File: src/rtl/step_counter_pkg.sv
// step_counter_pkg: shared defaults, legal parameter ranges and the wrap/saturate
// mode enum for the step_counter block.
//
// Contents:
//   DefaultWidth/DefaultDiv/DefaultStep   - parameter defaults
//   Min*/Max* constants, max_step()       - legal parameter ranges
//   mode_e                                - arithmetic mode (wrap or clamp)
//   cnt_width()                           - prescaler counter width for a DIV
package step_counter_pkg;

    localparam int unsigned DefaultWidth = 16;
    localparam int unsigned DefaultDiv   = 2;
    localparam int unsigned DefaultStep  = 1;

    localparam int unsigned MinWidth = 2;
    localparam int unsigned MaxWidth = 32;
    localparam int unsigned MinDiv   = 1;
    localparam int unsigned MaxDiv   = 256;
    localparam int unsigned MinStep  = 1;

    typedef enum logic {
        MODE_WRAP     = 1'b0,
        MODE_SATURATE = 1'b1
    } mode_e;

    // Largest legal STEP for a given WIDTH (half the counter range).
    function automatic int unsigned max_step(int unsigned width);
        return 32'd1 << (width - 1);
    endfunction

    // A DIV of 1 still needs a 1-bit counter so the port widths stay legal.
    function automatic int unsigned cnt_width(int unsigned div);
        return (div > 1) ? $clog2(div) : 1;
    endfunction

endpackage

File: src/rtl/step_prescaler.sv
// step_prescaler: divides enabled clock cycles by DIV and flags the cycle on which
// the counter may take a step.
//
// Parameters:
//   DIV     - enabled cycles per step (1..256)
// Ports:
//   clock   - rising-edge clock
//   reset_  - asynchronous active-low reset, count returns to 0
//   enable  - count advances by one per enabled cycle
//   clear   - synchronous clear to 0; wins over enable and suppresses step
//   step    - high while the next rising edge is a step edge
module step_prescaler
    import step_counter_pkg::*;
#(
    parameter int unsigned DIV = DefaultDiv
) (
    input  logic clock,
    input  logic reset_,
    input  logic enable,
    input  logic clear,
    output logic step
);

    localparam int unsigned CntW = cnt_width(DIV);
    localparam logic [CntW-1:0] LastCnt = CntW'(DIV - 1);

    logic [CntW-1:0] cnt_q;
    logic [CntW-1:0] cnt_d;
    logic            at_last;

    assign at_last = (cnt_q == LastCnt);

    always_comb begin
        cnt_d = cnt_q;
        if (clear) begin
            cnt_d = '0;
        end else if (enable) begin
            cnt_d = at_last ? '0 : cnt_q + 1'b1;
        end
    end

    always_ff @(posedge clock or negedge reset_) begin
        if (!reset_) begin
            cnt_q <= '0;
        end else begin
            cnt_q <= cnt_d;
        end
    end

    assign step = enable & ~clear & at_last;

endmodule

File: src/rtl/step_counter.sv
// step_counter: prescaled up/down counter with synchronous load and wrap or
// saturate overflow handling.
//
// Build option: define STEP_COUNTER_SATURATE_EN to honour the saturate port.
// Without it the counter always wraps and saturated stays 0.
//
// Parameters:
//   WIDTH      - counter width (2..32)
//   DIV        - enabled clock cycles per step (1..256)
//   STEP       - step magnitude (1..2^(WIDTH-1))
// Ports:
//   clock      - rising-edge clock
//   reset_     - asynchronous active-low reset
//   enable     - prescaler runs and steps are permitted
//   up         - 1 adds STEP, 0 subtracts STEP
//   load_      - active-low synchronous load, beats a coincident step
//   load_value - value captured on load
//   saturate   - 1 clamps at the limits, 0 wraps
//   value      - registered count
//   tick       - one-cycle pulse alongside each stepped value
//   wrapped    - one-cycle pulse when a step crossed modulo 2^WIDTH
//   saturated  - level, high while value is held at a limit by clamping
module step_counter
    import step_counter_pkg::*;
#(
    parameter int unsigned WIDTH = DefaultWidth,
    parameter int unsigned DIV   = DefaultDiv,
    parameter int unsigned STEP  = DefaultStep
) (
    input  logic             clock,
    input  logic             reset_,
    input  logic             enable,
    input  logic             up,
    input  logic             load_,
    input  logic [WIDTH-1:0] load_value,
    input  logic             saturate,
    output logic [WIDTH-1:0] value,
    output logic             tick,
    output logic             wrapped,
    output logic             saturated
);

    localparam logic [WIDTH:0] StepExt = (WIDTH + 1)'(STEP);

    logic             step_edge;
    mode_e            mode;

    logic [WIDTH-1:0] value_q,     value_d;
    logic             tick_q,      tick_d;
    logic             wrapped_q,   wrapped_d;
    logic             saturated_q, saturated_d;

    // One extra bit catches carry out (up) or borrow (down).
    logic [WIDTH:0]   sum_up;
    logic [WIDTH:0]   sum_dn;
    logic [WIDTH-1:0] raw;
    logic [WIDTH-1:0] limit;
    logic             crossed;

    step_prescaler #(
        .DIV(DIV)
    ) u_prescaler (
        .clock  (clock),
        .reset_ (reset_),
        .enable (enable),
        .clear  (~load_),
        .step   (step_edge)
    );

`ifdef STEP_COUNTER_SATURATE_EN
    assign mode = saturate ? MODE_SATURATE : MODE_WRAP;
`else
    // Constant mode lets the clamp path fold away entirely.
    logic unused_saturate;
    assign unused_saturate = saturate;
    assign mode = MODE_WRAP;
`endif

    assign sum_up = {1'b0, value_q} + StepExt;
    assign sum_dn = {1'b0, value_q} - StepExt;

    always_comb begin
        if (up) begin
            raw     = sum_up[WIDTH-1:0];
            crossed = sum_up[WIDTH];
            limit   = '1;
        end else begin
            raw     = sum_dn[WIDTH-1:0];
            crossed = sum_dn[WIDTH];
            limit   = '0;
        end
    end

    always_comb begin
        value_d     = value_q;
        tick_d      = 1'b0;
        wrapped_d   = 1'b0;
        saturated_d = saturated_q;
        if (!load_) begin
            value_d     = load_value;
            saturated_d = 1'b0;
        end else if (step_edge) begin
            tick_d = 1'b1;
            if (crossed && (mode == MODE_SATURATE)) begin
                value_d     = limit;
                saturated_d = 1'b1;
            end else begin
                value_d     = raw;
                wrapped_d   = crossed;
                saturated_d = 1'b0;
            end
        end
    end

    always_ff @(posedge clock or negedge reset_) begin
        if (!reset_) begin
            value_q     <= '0;
            tick_q      <= 1'b0;
            wrapped_q   <= 1'b0;
            saturated_q <= 1'b0;
        end else begin
            value_q     <= value_d;
            tick_q      <= tick_d;
            wrapped_q   <= wrapped_d;
            saturated_q <= saturated_d;
        end
    end

    assign value     = value_q;
    assign tick      = tick_q;
    assign wrapped   = wrapped_q;
    assign saturated = saturated_q;

endmodule

File: config.mk
export PLATFORM = sky130hd
export DESIGN_NAME = step_counter
export DESIGN_NICKNAME = d
export VERILOG_FILES = /design/src/rtl/step_counter_pkg.sv /design/src/rtl/step_prescaler.sv /design/src/rtl/step_counter.sv
export SDC_FILE = /design/constraint.sdc
export NUM_CORES = 1
export LEC_CHECK = 0
export CORE_ASPECT_RATIO = 2
export CORE_UTILIZATION = 50
export CTS_CLUSTER_DIAMETER = 40
export DETAILED_ROUTE_END_ITERATION = 12
export GPL_TIMING_DRIVEN = 0
export PLACE_DENSITY_LB_ADDON = 0.05
export SYNTH_ARGS = -nofsm -noshare
export SYNTH_HDL_FRONTEND = slang
export SYNTH_SLANG_ARGS = --single-unit
export TNS_END_PERCENT = 1
File: constraint.sdc
create_clock -name clock -period 3.55 [get_ports clock]
set_input_delay 0.71 -clock clock [delete_from_list [all_inputs] [get_ports clock]]
set_output_delay 0.71 -clock clock [all_outputs]
set_load 0.03 [all_outputs]
==> results.sh <==
export IMPL_routabilityCongestion=0.969
export IMPL_synthToLayoutAreaGrowth_pct=30.5
export IMPL_mostFrequentLayoutCell="clkdlybuf4s50_1"
export IMPL_synthFlopType="dfrtp_1"
export IMPL_syn_avg_cell_area_um2=8.21
export IMPL_detail_route_wl_per_cell_um=16.7
export IMPL_cts_max_level=1
export IMPL_crit_start="up"
export IMPL_internal_power_uw=414
export IMPL_drv_cap=0
export IMPL_std_cell_rows=27
export IMPL_clock_sinks=19
export IMPL_drt_first_pass_iters=4
export IMPL_required_ns=3.73
export IMPL_antenna_found_initial=0
export IMPL_final_hold_viol_count=0
export IMPL_clk_pin_slew_worst_paths_ns=0.08
export IMPL_pwr_density_cell_nw_per_um2=339
export IMPL_grt_pass1_wl_um=6820
export IMPL_period_share_pct=71.1
export IMPL_routed_via_density=6.36
export IMPL_drt_drc_violations_left=0
export IMPL_status="complete, no violations"
export IMPL_grt_usage_pct=30.0
export IMPL_mostFrequentLayoutCells="clkdlybuf4s50_1, dfrtp_1, inv_1, nor2_1"
export IMPL_die_area_um2=3210
export IMPL_clock_skew_final_ns=0.00315
export IMPL_power_share_switching_pct=37.0
export IMPL_setup_tns_ns=0
export IMPL_clk_path_buf_depth=2
export IMPL_cp_max_fo=10
export IMPL_drtAntennaViolNets=0
export IMPL_cp_arrival_ns=2.71
export IMPL_slew_headroom_pct=39.2
export IMPL_cts_resized=0
export IMPL_clockPowerShare_pct=24.0
export IMPL_core_area_um2=2770
export IMPL_grt_max_degree=20
export IMPL_cts_tree="done"
export IMPL_async_flop_share_pct=100
export IMPL_cts_root_buffer="clkbuf_8"
export IMPL_yosys_cell_types_count=47
export IMPL_synth_edf_count=0
export IMPL_path_class="input port to flop"
export IMPL_crit_path_end_kind="flop"
export IMPL_num_io_pins=41
export IMPL_start_util_pct=53.7
export IMPL_initialDrtViolationCount=60
export IMPL_peakVddDrop_uv=221
export IMPL_antennaDiodeCount=0
export IMPL_routed_wl_um=4190
export IMPL_post_cts_buffers=0
export IMPL_seq_area_frac_synth_pct=32.0
export IMPL_ys_warn_count=0
export IMPL_dp_hpwl_um=3110
export IMPL_slew_viol_final=0
export IMPL_hold_worst_slack_ns=0.568
export IMPL_fin_crit_ns=2.53
export IMPL_combPwrFrac_pct=35.8
export IMPL_max_freq_mhz=396
export IMPL_syn_area_um2=1490
export IMPL_vias=1596
export IMPL_numPortBuffers=37
export IMPL_synth_fp_nets=205
export IMPL_pwr_share_seq_pct=40.2
export IMPL_rsz0062_at_grt="false"
export IMPL_grt_overflow=0
export IMPL_setup_violations=0
export IMPL_ys_seq_elements=19
export IMPL_cts_hold_buf=0
export IMPL_num_nets_final=247
export IMPL_worstReg2RegStart="value[0]$_DFFE_PN0P_"
export IMPL_die_w_um=40.6
export IMPL_hp_class="flop to flop"
export IMPL_clk_latency_ns=0.26
export IMPL_p_leak_nw=0.741
export IMPL_grt_pass1_vias=1548
export IMPL_drive_above_1_share_pct=8.56
export IMPL_start_kind="input port"
export IMPL_syn_instance_count=181
export IMPL_min_from="u_prescaler.at_last$_DFFE_PN0P_"
export IMPL_max_slew_worst_pin_slew_ns=0.909
export IMPL_fp_dieH_um=79.1
export IMPL_switchingPower_uw=244
export IMPL_cts_buffers=3
[routing by layer]
metal | track usage, % | up-vias | routed length, um
met1 | 32.0 | 777 | 1600
met5 | 0 | - | 0
li1 | - | 757 | -
met4 | 15.0 | 0 | 80
met3 | 4.47 | 11 | 163
met2 | 51.9 | 51 | 2340
[power groups by stage]
stage / Clock [mW] / Combinational [mW] / Sequential (mW)
6_report: 0.158 / 0.236 / 0.264
5_1_grt: 0.168 / 0.255 / 0.269
4_1_cts: 0.159 / 0.235 / 0.264
3_5_place_dp: 0 / 0.234 / 0.268
3_3_place_gp: 0 / 0.230 / 0.266
2_1_floorplan: 0 / 0.106 / 0.301
[metrics by stage]
stage	area, um^2	setup WS, ns	power (mW)	util, %	instances
global placement	1890	0.791	0.497	68.3	247
global route	1940	0.893	0.691	70.0	251
floorplan	1490	1.41	0.406	-	181
detailed placement	1890	0.777	0.502	68.3	247
finish	1940	1.02	0.658	70.0	251
CTS	1940	1.04	0.658	70.0	251
[cell usage after synthesis, types with 2 or more instances]
cell type / number / area (um^2)
nand4b_1: 2 / 17.5
nor4_1: 6 / 37.5
and3_1: 2 / 12.5
o21ai_0: 4 / 20.0
or4_1: 3 / 22.5
nand4_1: 7 / 43.8
nand3_1: 7 / 35.0
xnor2_1: 5 / 43.8
nor3_1: 3 / 15.0
o2111ai_1: 3 / 26.3
a31oi_1: 3 / 18.8
a2bb2oi_1: 3 / 26.3
or3_1: 9 / 56.3
dfrtp_1: 19 / 475
inv_1: 14 / 52.6
a2111o_1: 3 / 33.8
a21oi_1: 12 / 60.1
nand2_1: 12 / 45.0
clkbuf_1: 10 / 37.5
nor4_2: 2 / 25.0
and2_1: 2 / 12.5
ha_1: 2 / 25.0
buf_2: 3 / 15.0
o221ai_1: 8 / 70.1
nor2_1: 14 / 52.6
o21a_1: 2 / 15.0
[path summary, 6_finish.rpt]
kind | endpoint | slack, ns | cells after the start
worst min register to register | u_prescaler.at_last$_DFFE_PN0P_ | 0.57 | 2
max in group asynchronous | value[13]$_DFFE_PN0P_ | 2.04 | 1
min in group asynchronous | value[3]$_DFFE_PN0P_ | 0.95 | 1
worst max register to register | wrapped$_DFF_PN0_ | 1.26 | 7
worst max-delay path | wrapped$_DFF_PN0_ | 1.02 | 5
worst min-delay path | u_prescaler.at_last$_DFFE_PN0P_ | 0.57 | 2
[cell type report]
class | instances | area (um^2)
multi-input cells | 132 | 883
fillers | 258 | 831
flip-flops and latches | 19 | 475
repair buffers | 37 | 370
plain buffers | 16 | 75.1
inverters | 14 | 52.6
clock buffers | 3 | 41.3
well taps | 29 | 36.3
clock inverters | 1 | 5.00
[state kept, by name, summed over array words and instances, names as in the netlist]
signal,count
wrapped,1
value,16
u_prescaler.at_last,1
tick,1
[logic make-up (layout without fill, tap and decap cells)]
logic type               count (synthesis)  count (layout)  synth area share, %
AO/OA/AOI/OAI                           43              43                 21.6
XOR/XNOR                                 6               6                 3.54
other                                    1               1                0.252
multiplexers                             1               1                0.673
flip-flops                              19              19                 32.0
adder cells (fa/ha/maj)                  2               2                 1.68
AND/OR/NAND/NOR                         79              79                 31.7
buffers and inverters                   30              71                 8.59
[critical path, cell delays in order]
cell             delay, ns
clkdlybuf4s50_1       0.52
clkbuf_1              0.30
nor4_1                0.78
o21a_1                0.21
nor3b_2               0.19
Power figures use the tool's default switching activity.
